**src/rtl/counter_fsm_read_pkg.sv**
```systemverilog
// Shared definitions for the BRAM read-side counter FSM.
// The state encodings are common with the write-side FSM.
package counter_fsm_read_pkg;

    typedef enum logic [1:0] {
        IDLE = 2'b00,
        RUN  = 2'b01,
        DONE = 2'b10
    } state_t;

    localparam int unsigned DEF_CNT_BIT    = 31;
    localparam int unsigned DEF_AWIDTH     = 12;
    localparam int unsigned DEF_DWIDTH     = 32;
    localparam int unsigned DEF_RD_LAT     = 2;
    localparam int unsigned DEF_FIFO_DEPTH = 4;

endpackage

```
**src/rtl/counter_fsm_read_sync_fifo.sv**
```systemverilog
// Small synchronous FIFO with an occupancy count.
// The head word is presented directly from storage.
module sync_fifo #(
    parameter int unsigned DWIDTH = 32,
    parameter int unsigned DEPTH  = 4,
    parameter int unsigned CW     = $clog2(DEPTH + 1)
) (
    input  logic              clk,
    input  logic              reset,
    input  logic              push,
    input  logic [DWIDTH-1:0] push_data,
    input  logic              pop,
    output logic [DWIDTH-1:0] pop_data,
    output logic [CW-1:0]     count
);

    localparam int unsigned PW = (DEPTH > 1) ? $clog2(DEPTH) : 1;

    logic [DWIDTH-1:0] mem [DEPTH];
    logic [PW-1:0]     wr_ptr;
    logic [PW-1:0]     rd_ptr;

    function automatic logic [PW-1:0] next_ptr(input logic [PW-1:0] p);
        return (p == PW'(DEPTH - 1)) ? '0 : p + 1'b1;
    endfunction

    always_ff @(posedge clk) begin
        if (push) begin
            mem[wr_ptr] <= push_data;
        end
    end

    always_ff @(posedge clk) begin
        if (reset) begin
            wr_ptr <= '0;
            rd_ptr <= '0;
            count  <= '0;
        end else begin
            // the credit scheme upstream must prevent both of these
            assert (!(push && !pop && count == CW'(DEPTH)));
            assert (!(pop && count == '0));
            if (push) begin
                wr_ptr <= next_ptr(wr_ptr);
            end
            if (pop) begin
                rd_ptr <= next_ptr(rd_ptr);
            end
            case ({push, pop})
                2'b10:   count <= count + 1'b1;
                2'b01:   count <= count - 1'b1;
                default: count <= count;
            endcase
        end
    end

    assign pop_data = mem[rd_ptr];

endmodule

```
**src/rtl/counter_fsm_read.sv**
```systemverilog
// Read-side counter FSM: issues sequential BRAM reads, absorbs the read
// latency and streams the returned words through a credit-limited FIFO.
module counter_fsm_read
    import counter_fsm_read_pkg::*;
#(
    parameter int unsigned CNT_BIT    = DEF_CNT_BIT,
    parameter int unsigned AWIDTH     = DEF_AWIDTH,
    parameter int unsigned DWIDTH     = DEF_DWIDTH,
    parameter int unsigned RD_LAT     = DEF_RD_LAT,
    parameter int unsigned FIFO_DEPTH = DEF_FIFO_DEPTH
) (
    input  logic               clk,
    input  logic               reset,
    input  logic               start_i,
    input  logic [CNT_BIT-1:0] cnt_val_i,
    output logic               read_idle_o,
    output logic               read_run_o,
    output logic               read_done_o,
    output logic [AWIDTH-1:0]  addr_o,
    output logic               ce_o,
    output logic               we_o,
    input  logic [DWIDTH-1:0]  q_i,
    output logic               m_valid_o,
    input  logic               m_ready_i,
    output logic [DWIDTH-1:0]  m_data_o,
    output logic               m_last_o
);

    localparam int unsigned FCW = $clog2(FIFO_DEPTH + 1);
    localparam int unsigned OCW = $clog2(FIFO_DEPTH + RD_LAT + 1);

    state_t             state;
    state_t             state_nxt;
    logic [CNT_BIT-1:0] cnt_val;
    logic [CNT_BIT-1:0] issued;
    logic [CNT_BIT-1:0] popped;
    logic [RD_LAT-1:0]  vpipe;
    logic [OCW-1:0]     inflight;
    logic [FCW-1:0]     fifo_count;
    logic               credit_ok;
    logic               pop;
    logic               last_word;

    always_ff @(posedge clk) begin
        if (reset) begin
            state <= IDLE;
        end else begin
            state <= state_nxt;
        end
    end

    always_comb begin
        state_nxt = state;
        case (state)
            IDLE: begin
                if (start_i) begin
                    state_nxt = (cnt_val_i == '0) ? DONE : RUN;
                end
            end
            RUN: begin
                if (pop && last_word) begin
                    state_nxt = DONE;
                end
            end
            DONE:    state_nxt = IDLE;
            default: state_nxt = IDLE;
        endcase
    end

    always_comb begin
        inflight = '0;
        for (int unsigned i = 0; i < RD_LAT; i++) begin
            inflight = inflight + OCW'(vpipe[i]);
        end
    end

    // a pop in the same cycle is deliberately not credited, keeping the path short
    assign credit_ok = (OCW'(fifo_count) + inflight) < OCW'(FIFO_DEPTH);
    assign ce_o      = (state == RUN) && (issued < cnt_val) && credit_ok;
    assign we_o      = 1'b0;
    assign addr_o    = issued[AWIDTH-1:0];
    assign m_valid_o = (fifo_count != '0);
    assign pop       = m_valid_o && m_ready_i;
    assign last_word = (popped == cnt_val - 1'b1);
    assign m_last_o  = m_valid_o && last_word;

    assign read_idle_o = (state == IDLE);
    assign read_run_o  = (state == RUN);
    assign read_done_o = (state == DONE);

    always_ff @(posedge clk) begin
        if (reset) begin
            cnt_val <= '0;
            issued  <= '0;
            popped  <= '0;
            vpipe   <= '0;
        end else begin
            vpipe[0] <= ce_o;
            for (int unsigned i = 1; i < RD_LAT; i++) begin
                vpipe[i] <= vpipe[i-1];
            end
            if (state == IDLE && start_i) begin
                cnt_val <= cnt_val_i;
                issued  <= '0;
                popped  <= '0;
            end else begin
                if (ce_o) begin
                    issued <= issued + 1'b1;
                end
                if (pop) begin
                    popped <= popped + 1'b1;
                end
            end
        end
    end

    sync_fifo #(
        .DWIDTH (DWIDTH),
        .DEPTH  (FIFO_DEPTH),
        .CW     (FCW)
    ) u_fifo (
        .clk       (clk),
        .reset     (reset),
        .push      (vpipe[RD_LAT-1]),
        .push_data (q_i),
        .pop       (pop),
        .pop_data  (m_data_o),
        .count     (fifo_count)
    );

endmodule

```
**config.mk**
```make
export PLATFORM = sky130hd
export DESIGN_NAME = counter_fsm_read
export DESIGN_NICKNAME = d
export VERILOG_FILES = /design/src/rtl/counter_fsm_read_pkg.sv /design/src/rtl/counter_fsm_read_sync_fifo.sv /design/src/rtl/counter_fsm_read.sv
export SDC_FILE = /design/constraint.sdc
export NUM_CORES = 1
export LEC_CHECK = 0
export ABC_AREA = 1
export CORE_UTILIZATION = 35
export DETAILED_ROUTE_END_ITERATION = 12
export HOLD_SLACK_MARGIN = 0.15
export MAX_ROUTING_LAYER = met4
export PLACE_DENSITY = 0.52
export SYNTH_ARGS = -nofsm -noshare
export SYNTH_HDL_FRONTEND = slang
export SYNTH_SLANG_ARGS = --single-unit
export TNS_END_PERCENT = 20
```
**constraint.sdc**
```tcl
create_clock -name clk -period 3.5 [get_ports clk]
set_clock_uncertainty 0.15 [all_clocks]
set_input_delay 0.875 -clock clk [delete_from_list [all_inputs] [get_ports clk]]
set_output_delay 0.875 -clock clk [all_outputs]
set_load 0.1 [all_outputs]
```
==> qor.csv <==
metric,value,unit
DRT Pass-1 Iters,5,
worst-case clock buffer depth,3,
R2R depth,8,
final worst slack,-0.106,ns
Hold WS,0.296,ns
"Period Utilization, post-route",103,%
crit path DAT,2.58,ns
WP data required,2.47,ns
initial core utilization,35.8,%
Leak Pwr,5.66,nW
"EDFF count, synth",128,
"FF+latch count, synth",234,
Port Buffer Count,116,
"count leader, synth",nand2_1,
met1 WL,14800,um
Routed WL per cell,16.2,um
largest area contributor in the netlist,edfxtp_1,
Yosys warning total,0,
Hold Path Class,flop to flop,
area grow syn2layout,26.1,%
final setup fails,2,
RSZ-0062 raised after global routing,true,
clk sinks,234,
Non-Filler Instances,1968,
Worst Hold Path Cells,2,
Placed Instance Area,14100,um^2
Worst slew margin,56.7,%
NumNets Final,1608,
first-pass GRT wire length,50900,um
Avg Vias per Cell,4.92,
drt initial violations,541,
Placed Cells,1914,
clk slew on worst S/H paths,0.06,ns
row count,67,
"Seq/Total Area, Yosys",49.4,%
Critical Path Sink Type,primary output,
CP Max Fanout,2,
unique cell type count in the Yosys netlist,54,
metal2 WL,14900,um
Gate Count Post-Synth,1384,
# hold bufs at CTS,0,
Detail Route Antenna Nets,0,
# DRC,0,
"Min Clock Period, post-route",3.61,ns
Synth Flop Type,edfxtp_1,
Tot Pwr,9.99,mW
Max Clk Rate,277,MHz
syn avg cell area,8.73,um^2
WL met3,1450,um
top cell type's share of synthesized area,31.8,%
syn nets,1492,
largest net degree at the start of global routing,65,
Die Width,188,um
vias,9673,
share of layout cells above drive strength 1,14.9,%
initial antenna violation count,0,
failing checks,negative setup slack,
Die Area,35300,um^2
R2R Path Start,cnt_val[30]$_SDFFE_PP0P_,
num ports,118,
CP Launch Type,flop,
Worst R2R Setup Slack,1.00,ns
Post-synth top cells,"215 x nand2_1, 172 x nor2_1, 128 x edfxtp_1",
WS Path Type,flop to primary output,
number of buffers created by CTS,26,
GRT overflow,0,
r2r endpoint,vpipe[0]$_SDFF_PP0_,
Final Util,45.1,%
"Clk Latency, worst-skew pair",0.53,ns
Synth Cell Area,12100,um^2
synth top area cells,"edfxtp_1 32%, dfxtp_1 18%, nand2_1 6.7%",
# H-tree levels,1,
Async SR Flop Fraction,0,%
Die Y,188,um
cell area after layout,15200,um^2
power density cells,655,nW/um^2
Routed WL,31900,um
worst slew pin tran,0.644,ns
VDD IR max,0.407,mV
all-layer global routing usage,18.6,%
CTS tree,yes,
hold path startpoint,vpipe[0]$_SDFF_PP0_,
core footprint,33800,um^2
max-slew violation count,0,
Hold EP,vpipe[1]$_SDFF_PP0_,
fill cell count,3286,
hpwl dp,22500,um
highest metal used,met4,
GP Congestion,0.894,
vias in the first global route,9342,
max cap viols,0,
diodes inserted,0,
Hold Fails Final Rpt,0,
status,"finished, violations left",
clock root cell,clkbuf_16,
[cells in the final DEF, fill, tap and decap left out, drive strengths merged, types with 2 or more instances in the layout]
master,instances
dfxtp,106
o22ai,32
nor2,199
a21o,2
edfxtp,128
a21oi,102
o21ai,122
nor4,20
xor2,45
o21a,2
clkbuf,30
clkinv,9
nand2,224
clkdlybuf4s50,66
inv,124
clkinvlp,3
nor3,34
o21bai,5
buf,78
nand3,87
ha,40
nand4,16
xnor2,26
bufinv,7
[sequential cells by signal, summed over array words and instances, names as in the netlist, named ones only]
name	cells
popped	31
issued	31
u_fifo.mem	128
state	2
u_fifo.count	3
vpipe	2
u_fifo.rd_ptr	2
cnt_val	31
u_fifo.wr_ptr	2
[layer usage]
layer	vias to the layer above	track usage (%)
met2	211	30.3
met3	41	2.62
met1	4480	24.0
met5	-	-
li1	4941	-
met4	0	5.41
[cells by family after synthesis]
logic type	Yosys count	synth area share, %
xor gates and xnor gates	71	5.14
buffers and inverters	182	6.28
adders and majority gates	41	4.31
other	1	0.0310
DFF	234	49.4
AOI/OAI and AO/OA	272	12.1
and+or+nand+nor	583	22.8
[area by class of cell]
type | instances | area (um^2) | area share, %
clock buffers | 30 | 697 | 4.57
well taps | 448 | 561 | 3.68
inverters | 125 | 477 | 3.13
flip-flops and latches | 234 | 5990 | 39.3
multi-input cells | 969 | 5520 | 36.2
repair buffers | 144 | 1720 | 11.3
clock inverters | 18 | 278 | 1.82
[power by group]
group	total (mW)	switching [mW]	internal, mW
Combinational	3.82	2.61	1.21
Sequential	3.08	0.0943	2.99
Clock	3.09	1.14	1.94
Total	9.99	3.84	6.14
[critical path, cell delays in order (launching register included)]
cell     delay (ns)
dfxtp_2        0.37
inv_4          0.05
ha_4           0.23
inv_2          0.04
nand2_1        0.04
nand2_1        0.05
nand2_1        0.05
nor2_1         0.11
nand3_1        0.09
nor2_1         0.09
nand3_1        0.10
nor2_1         0.13
nand2_1        0.09
nor2_2         0.12
nand3_2        0.12
a31oi_4        0.19
buf_12         0.19
[how the worst max path moves through the flow]
stage	from	end	slack, ns	cells after the start
floorplan	flop	m_data_o[23]	0.06	5
global placement	cnt_val[1]$_SDFFE_PP0P_	m_last_o	0.21	15
detailed placement	cnt_val[1]$_SDFFE_PP0P_	m_last_o	0.17	13
CTS	cnt_val[1]$_SDFFE_PP0P_	m_last_o	-0.16	16
global route	cnt_val[0]$_SDFFE_PP0P_	m_last_o	-0.28	15
finish	cnt_val[1]$_SDFFE_PP0P_	m_last_o	-0.11	16
[metrics by stage]
| stage | TNS (ns) | setup slack [ns] |
|---|---|---|
| 2_1_floorplan | 0 | 0.0611 |
| 3_3_place_gp | 0 | 0.208 |
| 3_5_place_dp | 0 | 0.169 |
| 4_1_cts | -0.271 | -0.163 |
| 5_1_grt | -0.456 | -0.283 |
| 6_report | -0.145 | -0.106 |
[repair_timing]
action / 4_1_cts / 5_1_grt
gates resized for setup: 34 / 19
pin swaps: 20 / 7
cloned: 1 / 0
setup endpoints to repair: 2 / 2
endpoints found under the hold margin: 0 / 0
buffers inserted: 3 / 2
Note: power is estimated with default switching activity, not from simulation.
